<file path="src/rtl/pipe_hazard_ctrl.sv">
// Stall/flush sequencer for the 5-stage pipeline: load-use bubbles, EX redirects, data-memory waits with timeout.
// Optional macro HAZ_PERF_CNT_EN adds the stall_cnt / flush_cnt performance counter ports.
module pipe_hazard_ctrl #(
  parameter int unsigned MEM_TIMEOUT = 15,
  parameter int unsigned CNT_W       = 16
) (
  input  logic       clk,
  input  logic       reset,
  input  logic [4:0] ifid_rs1,
  input  logic [4:0] ifid_rs2,
  input  logic       ifid_uses_rs2,
  input  logic       idex_mem_read,
  input  logic [4:0] idex_rd,
  input  logic       ex_redirect,
  input  logic       exmem_mem_access,
  input  logic       dmem_ready,
  output logic       pc_en,
  output logic       ifid_en,
  output logic       idex_en,
  output logic       exmem_en,
  output logic       memwb_en,
  output logic       ifid_flush,
  output logic       idex_flush,
  output logic       memwb_bubble,
  output logic [1:0] ctrl_state,
  output logic       halted
`ifdef HAZ_PERF_CNT_EN
  ,
  output logic [CNT_W-1:0] stall_cnt,
  output logic [CNT_W-1:0] flush_cnt
`endif
);

  typedef enum logic [1:0] {
    RUN      = 2'd0,
    LU_STALL = 2'd1,
    MEM_WAIT = 2'd2,
    HALT     = 2'd3
  } state_e;

  localparam logic [7:0] TIMEOUT_C = MEM_TIMEOUT[7:0];

  if (MEM_TIMEOUT < 1 || MEM_TIMEOUT > 255 || CNT_W < 1) begin : g_param_check
    $error("pipe_hazard_ctrl: MEM_TIMEOUT must be 1..255 and CNT_W at least 1");
  end

  state_e     state_q, state_d;
  logic [7:0] wait_cnt_q, wait_cnt_d;
  logic       halted_q, halted_d;

  logic lu_s, mem_busy_s;
  logic pc_en_s, ifid_en_s, idex_en_s, exmem_en_s, memwb_en_s;
  logic ifid_flush_s, idex_flush_s, memwb_bubble_s;

  assign lu_s = idex_mem_read && (idex_rd != 5'd0) &&
                ((idex_rd == ifid_rs1) || (ifid_uses_rs2 && (idex_rd == ifid_rs2)));
  assign mem_busy_s = exmem_mem_access && !dmem_ready;

  // Next-state and Mealy control outputs; first matching hazard rule wins.
  always_comb begin
    state_d        = state_q;
    wait_cnt_d     = wait_cnt_q;
    halted_d       = halted_q;
    pc_en_s        = 1'b1;
    ifid_en_s      = 1'b1;
    idex_en_s      = 1'b1;
    exmem_en_s     = 1'b1;
    memwb_en_s     = 1'b1;
    ifid_flush_s   = 1'b0;
    idex_flush_s   = 1'b0;
    memwb_bubble_s = 1'b0;
    case (state_q)
      RUN, LU_STALL: begin
        if (mem_busy_s) begin
          pc_en_s        = 1'b0;
          ifid_en_s      = 1'b0;
          idex_en_s      = 1'b0;
          exmem_en_s     = 1'b0;
          memwb_bubble_s = 1'b1;
          state_d        = MEM_WAIT;
          wait_cnt_d     = 8'd1;
        end else if (ex_redirect) begin
          // The redirect discards any instruction a load-use stall would hold.
          ifid_flush_s = 1'b1;
          idex_flush_s = 1'b1;
          state_d      = RUN;
        end else if (lu_s && (state_q == RUN)) begin
          pc_en_s      = 1'b0;
          ifid_en_s    = 1'b0;
          idex_flush_s = 1'b1;
          state_d      = LU_STALL;
        end else begin
          state_d = RUN;
        end
      end
      MEM_WAIT: begin
        if (dmem_ready) begin
          state_d    = RUN;
          wait_cnt_d = 8'd0;
        end else begin
          pc_en_s        = 1'b0;
          ifid_en_s      = 1'b0;
          idex_en_s      = 1'b0;
          exmem_en_s     = 1'b0;
          memwb_bubble_s = 1'b1;
          if (wait_cnt_q == TIMEOUT_C) begin
            state_d  = HALT;
            halted_d = 1'b1;
          end else if (wait_cnt_q != 8'hFF) begin
            wait_cnt_d = wait_cnt_q + 8'd1;
          end else begin
            wait_cnt_d = wait_cnt_q;
          end
        end
      end
      HALT: begin
        pc_en_s        = 1'b0;
        ifid_en_s      = 1'b0;
        idex_en_s      = 1'b0;
        exmem_en_s     = 1'b0;
        memwb_en_s     = 1'b0;
        memwb_bubble_s = 1'b1;
        halted_d       = 1'b1;
      end
      default: begin
        state_d    = RUN;
        wait_cnt_d = 8'd0;
      end
    endcase
  end

  // While reset is held the whole pipeline is frozen and cleared.
  assign pc_en        = !reset && pc_en_s;
  assign ifid_en      = !reset && ifid_en_s;
  assign idex_en      = !reset && idex_en_s;
  assign exmem_en     = !reset && exmem_en_s;
  assign memwb_en     = !reset && memwb_en_s;
  assign ifid_flush   = reset || ifid_flush_s;
  assign idex_flush   = reset || idex_flush_s;
  assign memwb_bubble = reset || memwb_bubble_s;
  assign ctrl_state   = state_q;
  assign halted       = halted_q;

  // State, wait counter and sticky halt flag.
  always_ff @(posedge clk or posedge reset) begin
    if (reset) begin
      state_q    <= RUN;
      wait_cnt_q <= 8'd0;
      halted_q   <= 1'b0;
    end else begin
      state_q    <= state_d;
      wait_cnt_q <= wait_cnt_d;
      halted_q   <= halted_d;
    end
  end

`ifdef HAZ_PERF_CNT_EN
  localparam logic [CNT_W-1:0] CNT_MAX_C = {CNT_W{1'b1}};
  localparam logic [CNT_W-1:0] CNT_ONE_C = {{(CNT_W-1){1'b0}}, 1'b1};

  logic [CNT_W-1:0] stall_cnt_q, flush_cnt_q;

  // Saturating counts of PC-stall cycles and IF/ID flush cycles.
  always_ff @(posedge clk or posedge reset) begin
    if (reset) begin
      stall_cnt_q <= {CNT_W{1'b0}};
      flush_cnt_q <= {CNT_W{1'b0}};
    end else begin
      if (!pc_en_s && (stall_cnt_q != CNT_MAX_C)) begin
        stall_cnt_q <= stall_cnt_q + CNT_ONE_C;
      end else begin
        stall_cnt_q <= stall_cnt_q;
      end
      if (ifid_flush_s && (flush_cnt_q != CNT_MAX_C)) begin
        flush_cnt_q <= flush_cnt_q + CNT_ONE_C;
      end else begin
        flush_cnt_q <= flush_cnt_q;
      end
    end
  end

  assign stall_cnt = stall_cnt_q;
  assign flush_cnt = flush_cnt_q;
`endif

endmodule
</file>
<file path="config.mk">
export PLATFORM = sky130hd
export DESIGN_NAME = pipe_hazard_ctrl
export DESIGN_NICKNAME = d
export VERILOG_FILES = /design/src/rtl/pipe_hazard_ctrl.sv
export SDC_FILE = /design/constraint.sdc
export NUM_CORES = 1
export LEC_CHECK = 0
export CORE_MARGIN = 2
export CORE_UTILIZATION = 43
export DETAILED_ROUTE_END_ITERATION = 12
export HOLD_SLACK_MARGIN = 0.1
export PLACE_DENSITY = 0.79
export SYNTH_ARGS = -nofsm -noshare
export SYNTH_HDL_FRONTEND = slang
export SYNTH_SLANG_ARGS = --single-unit
</file>
<file path="constraint.sdc">
create_clock -name clk -period 2 [get_ports clk]
set_input_delay 0.4 -clock clk [delete_from_list [all_inputs] [get_ports clk]]
set_output_delay 0.4 -clock clk [all_outputs]
set_load 0.01 [all_outputs]
</file>
==> impl_metrics.py, run 1 <==
metrics = {
    "worst_setup_path": {
        "criticalPathCategory": "in -> out",
        "path_max_fanout": 3,
        "worstPathRequired_ns": 1.60,
        "worst_setup_path_end_kind": "output port",
        "critPathTopFamily": "compound AO/OA/AOI/OAI gates",
        "path_buf_inv": 2,
        "critPathSlowestCell": "o311a_1",
        "cp-start-kind": "primary input",
        "path_cells": "buf_4, xor2_1, nor4_1, a32oi_1, o311a_1, buf_2",
        "cp_slowest_stage_delay_ns": 0.33,
        "arrival_ns": 1.61,
    },
    "logic_synthesis": {
        "ys_async_sr_fraction": 1.00,
        "synth_fa_ha_area_frac": 0.0148,
        "avgSynthCellArea_um2": 8.71,
        "syn_area_um2": 845,
        "synth.most_common_cell": "dfrtp_1",
        "ys.flop_type": "dfrtp_1",
        "synth-simple-area-share": 0.244,
        "synth_area_leaders": "dfrtp_1, xor2_1, a21oi_1",
        "ys_warn_count": 0,
        "synth_edf_count": 0,
        "ys_top_cells_by_count": "dfrtp_1, xor2_1, a21oi_1",
        "ys_ff_latch": 11,
        "synthMuxAreaShare": 0.0296,
        "synthDominantCellAreaShare": 0.326,
        "synth_top_family_by_area": "simple AND/OR/NAND/NOR gates",
        "ys_seq_area_frac": 0.326,
        "synth.distinct_cells": 40,
        "synth_cells": 97,
        "yosys.area_share.xor_xnor": 0.104,
        "syn-num-nets": 120,
        "yosys.area.top_type": "dfrtp_1",
        "synth_compound_area_frac": 0.231,
    },
    "clocking": {
        "numClockSinks": 11,
        "htree_levels": 1,
        "clk_pin_slew_ns": 0.08,
        "clk_path_buf_depth": 2,
        "postCtsHoldBufs": 0,
        "clock_latency_ns": 0.27,
        "cts_root_buf": "clkbuf_4",
        "cts_tree": "built",
        "cts_buffers": 3,
    },
    "timing": {
        "clock_skew_ns": 0.00396,
        "whs_ns": 0.526,
        "relSlewSlack": 0.719,
        "rsz0062_at_grt": "yes",
        "period_share": 1.00,
        "drv_slew": 0,
        "finalHoldViolCount": 0,
        "worst_slack_ns": -0.00715,
        "worst_pin_slew_ns": 0.415,
        "setup_viol": 2,
        "setup_tns_ns": -0.00844,
        "max_freq_ghz": 0.498,
        "post-route-min-period_ns": 2.01,
    },
    "power": {
        "power_density_nw_per_um2": 439,
        "ir_worst_vdd_v": 0.000275,
        "p_total_uw": 582,
        "p_leak_nw": 0.609,
    },
    "floorplanning": {
        "die-width_um": 48.3,
        "initial_utilization": 0.444,
        "core-area_um2": 1900,
        "die_h_um": 48.3,
        "rows": 16,
        "die_area_um2": 2330,
        "io_pins": 33,
    },
    "global_route": {
        "grt_pass1_vias": 950,
        "grt_first_pass_wirelength_um": 4070,
        "antenna_found_initial": 0,
        "grt-ovfl-total": 0,
        "grt_usage": 0.221,
        "grt_start_max_net_pins": 8,
    },
    "cells_and_area": {
        "antennaDiodeCount": 0,
        "instances_no_fill": 177,
        "final_nets": 174,
        "syn_to_final_growth_pct": 56.7,
        "drive_above_1_share": 0.313,
        "nFillCells": 163,
        "seqCellArea_um2": 275,
        "multiInputGateArea_um2": 539,
    },
    "drt": {
        "routed_wl_um": 2320,
        "wl_per_cell_um": 13.1,
        "vias_per_cell": 5.29,
        "drt.antenna.violating_nets": 0,
        "drc": 0,
        "num_vias": 936,
        "drt-initial-drc-count": 30,
        "dr.pass1.iters": 4,
    },
    "outcome": {
        "status": "finished, violations left",
        "violations": "setup timing",
    },
    "hold_path": {
        "min_path_type": "in -> async",
    },
    "placed_design": {
        "port_buffers": 32,
        "gp_congestion": 0.828,
        "dp_hpwl_um": 1860,
        "place_inst": 171,
        "dp_slack_ns": -0.777,
    },
    "run": {
        "max_cap_violations": 0,
    },
}
[power by group]
group	switching, mW	internal (mW)
registers	0.00742	0.230
logic	0.0849	0.103
clock network	0.0830	0.0740
total	0.175	0.406
[metal layers]
metal / GRT usage / vias to the layer above / routed length (um) / part of all wire
li1: - / 465 / - / -
met1: 0.263 / 449 / 1030 / 0.44
met2: 0.387 / 18 / 1190 / 0.51
met3: 0.0463 / 4 / 63 / 0.027
met4: 0.0952 / 0 / 42 / 0.018
met5: 0 / - / 0 / 0
[per-stage QoR]
step	utilization	cell area (um2)
floorplan	-	845
global placement	0.691	1310
detailed placement	0.691	1310
CTS	0.680	1290
global route	0.696	1320
finish	0.696	1320
[what timing repair did]
action / CTS / global route
setup buffers: 1 / 1
gates resized for setup: 65 / 9
endpoints found under the setup margin: 8 / 11
pin swaps: 13 / 5
[placed cells by master, fill, tap and decap left out, types with 2 or more instances in the layout]
cell type / netlist / final
a21oi_1: 8 / 8
and3_1: 2 / 2
buf_2: 1 / 9
buf_4: 3 / 21
buf_6: 0 / 3
clkbuf_4: 0 / 3
clkdlybuf4s50_1: 0 / 8
dfrtp_1: 11 / 11
dlygate4sd2_1: 0 / 9
inv_1: 4 / 3
nand2_1: 7 / 6
nand2b_1: 2 / 2
nand4_1: 2 / 2
nor2_1: 5 / 4
nor2_2: 1 / 2
nor3_1: 4 / 4
o2111ai_1: 2 / 2
o21ai_0: 6 / 6
o21ai_1: 3 / 3
o31ai_1: 2 / 2
o41ai_1: 2 / 2
or3_1: 2 / 2
xor2_1: 9 / 9
[kinds of logic after synthesis]
logic type,count (synthesis)
AOI/OAI and AO/OA,30
xor gates and xnor gates,10
adders and majority gates,1
buffers and inverters,8
DFF,11
muxes,2
and+or+nand+nor,35
[registers in the layout (all words and copies together) (netlist names)]
register	count
ctrl_state	2
halted	1
wait_cnt_q	8
[cell type report]
type,count,area share
clock buffer,3,0.0170
tap,27,0.0255
clock inverter,1,0.00378
sequential,11,0.208
multi-input combinational,78,0.407
timing repair buffer,53,0.327
inverter,4,0.0113
[tightest hold or removal path: cells and delay by family]
kind | cells | cell delay (ns)
buffers and inverters | 3 | 0.73
[worst paths after layout]
check,start,end,slack [ns],depth (start not counted)
min in group clk,halted,halted,0.53,2
setup / recovery,idex_rd[0],pc_en,-0.007,6
hold reg to reg,halted,halted,0.53,2
hold / removal,reset,wait_cnt_q[2],0.53,3
setup reg to reg,wait_cnt_q[4],wait_cnt_q[4],0.15,5
max in group asynchronous,reset,wait_cnt_q[0],1.36,3
No activity file was read; power rests on OpenSTA's default activity.
==> run 2, diff against run 1 <==
--- a/config.mk
+++ b/config.mk
@@ -10,6 +10,7 @@
 export DETAILED_ROUTE_END_ITERATION = 12
 export HOLD_SLACK_MARGIN = 0.1
 export PLACE_DENSITY = 0.79
+export SKIP_CTS_REPAIR_TIMING = 1
 export SYNTH_ARGS = -nofsm -noshare
 export SYNTH_HDL_FRONTEND = slang
 export SYNTH_SLANG_ARGS = --single-unit
==> run 2 against run 1 <==
  * The flow still finishes with violations (setup timing)
  * Clock power barely moved
  * Die area is the same
  * Final cell count did not move
  * Sequential share of layout area is 1.1 points lower
  * Flip-flop and latch count unchanged
  * Combinational power up 8%
  * Setup slack lost 0.034 ns
  * Power up 2.5%
  * Sequential power about the same
  * Core utilization up 3.7 points
  * Global-route usage down 0.59 points
  * Largest power group unchanged
==> impl_metrics.py, run 2 (synthesized netlist as in run 1, its figures left out) <==
metrics = {
    "floorplanning": {
        "io_pins": 33,
        "die_area_um2": 2330,
        "rows": 16,
        "die_h_um": 48.3,
        "initial_utilization": 0.444,
        "core-area_um2": 1900,
        "die-width_um": 48.3,
    },
    "timing": {
        "clock_skew_ns": 0.00331,
        "whs_ns": 0.538,
        "post-route-min-period_ns": 2.04,
        "max_freq_ghz": 0.490,
        "relSlewSlack": 0.736,
        "drv_slew": 0,
        "finalHoldViolCount": 0,
        "worst_slack_ns": -0.0411,
        "rsz0062_at_grt": "yes",
        "setup_tns_ns": -0.0751,
        "worst_pin_slew_ns": 0.391,
        "period_share": 1.02,
        "setup_viol": 2,
    },
    "drt": {
        "dr.pass1.iters": 4,
        "drc": 0,
        "drt.antenna.violating_nets": 0,
        "routed_wl_um": 2450,
        "vias_per_cell": 5.47,
        "drt-initial-drc-count": 33,
        "num_vias": 968,
        "wl_per_cell_um": 13.8,
    },
    "cells_and_area": {
        "fin_area_um2": 1400,
        "multiInputGateArea_um2": 573,
        "antennaDiodeCount": 0,
        "final_cell_mix": "buf_4, dlymetal6s2s_1, dfrtp_1, xor2_1, clkdlybuf4s50_1",
        "utilization": 0.734,
        "instances_no_fill": 177,
        "final_nets": 174,
        "nFillCells": 149,
        "regMostFlops": "wait_cnt_q",
        "syn_to_final_growth_pct": 65.2,
        "largest_reg_flops": 8,
        "seqCellArea_um2": 275,
        "drive_above_1_share": 0.333,
        "mostFrequentLayoutCell": "buf_4",
    },
    "clocking": {
        "cts_buffers": 3,
        "cts_root_buf": "clkbuf_4",
        "clk_pin_slew_ns": 0.08,
        "htree_levels": 1,
        "clock_latency_ns": 0.27,
        "numClockSinks": 11,
        "clk_path_buf_depth": 2,
        "cts_tree": "built",
    },
    "global_route": {
        "grt_first_pass_wirelength_um": 3950,
        "grt_start_max_net_pins": 8,
        "antenna_found_initial": 0,
        "grt_pass1_vias": 933,
        "grt_usage": 0.215,
        "grt-ovfl-total": 0,
    },
    "outcome": {
        "violations": "setup timing",
        "status": "finished, violations left",
    },
    "placed_design": {
        "gp_congestion": 0.828,
        "port_buffers": 32,
        "placed_area_um2": 1310,
        "dp_slack_ns": -0.777,
        "dp_hpwl_um": 1860,
        "place_inst": 171,
    },
    "worst_setup_path": {
        "cp_slowest_stage_delay_ns": 0.49,
        "path_max_fanout": 3,
        "r2r_cells": 5,
        "path_buf_inv": 2,
        "arrival_ns": 1.64,
        "path_cells": "clkdlybuf4s50_1, xnor2_2, a32oi_2, o311a_1, buf_2",
        "cp.depth": 5,
        "criticalPathCategory": "in -> out",
        "crit_start": "ifid_rs2[3]",
        "worst_setup_path_end_kind": "output port",
        "worstPathRequired_ns": 1.60,
        "cp-start-kind": "primary input",
        "critPathTopFamily": "buffers and inverters",
        "critPathSlowestCell": "clkdlybuf4s50_1",
        "reg2reg_from": "wait_cnt_q[4]",
    },
    "power": {
        "sequentialPowerShare": 0.398,
        "power_density_nw_per_um2": 427,
        "pwr-share-clk": 0.263,
        "p_comb_frac": 0.339,
        "power.switching_uw": 183,
        "p_int_uw": 413,
        "p_total_uw": 596,
        "swShare": 0.306,
        "ir_worst_vdd_v": 0.000288,
        "p_leak_nw": 0.712,
    },
    "hold_path": {
        "hold_depth": 2,
        "min_path_type": "reg -> reg",
        "holdCritStartpoint": "halted",
    },
    "run": {
        "max_cap_violations": 0,
    },
}
run 2: cell count changes in the layout (fill, tap and decap cells not counted), moves of 2 or more:
| cell | delta |
|---|---|
| dlygate4sd2_1 | -9 |
| a21oi_1 | -2 |
| a21oi_2 | +2 |
| buf_2 | -6 |
| buf_6 | -3 |
| clkbuf_2 | +6 |
| dlymetal6s2s_1 | +12 |
run 2: path summary, 6_finish.rpt:
kind | slack (ns) | end
worst max-delay path | -0.04 | pc_en
worst max register to register | 0.13 | wait_cnt_q[4]
worst min register to register | 0.54 | halted
max in group asynchronous | 1.34 | wait_cnt_q[0]
worst min-delay path | 0.54 | halted
min in group asynchronous | 0.55 | wait_cnt_q[2]
run 2: worst register-to-register path, delay by kind of cell (launching register included):
kind	cells	cell delay, ns
compound gates	3	0.49
buf+inv	1	0.20
flops	1	0.45
simple gates	1	0.60
run 2: cell type report:
| type | instances | area share |
|---|---|---|
| Multi-Input combinational cell | 78 | 0.411 |
| Tap cell | 27 | 0.0242 |
| Sequential cell | 11 | 0.197 |
| Clock inverter | 1 | 0.00359 |
| Inverter | 4 | 0.0108 |
| Timing Repair Buffer | 53 | 0.337 |
| Clock buffer | 3 | 0.0161 |
run 2: routing by layer:
metal | GRT usage | routed length (um)
met1 | 0.251 | 993
met2 | 0.382 | 1290
met3 | 0.0494 | 97
met4 | 0.0857 | 70
met5 | 0 | 0
run 2: power groups by stage:
stage                     combinational [mW]  clock [mW]  sequential, mW
final                                  0.202       0.157           0.237
after global placement                 0.195           0           0.241
after floorplan                       0.0848           0           0.240
after detailed placement               0.199           0           0.242
after global routing                   0.219       0.177           0.239
after CTS                              0.200       0.165           0.237
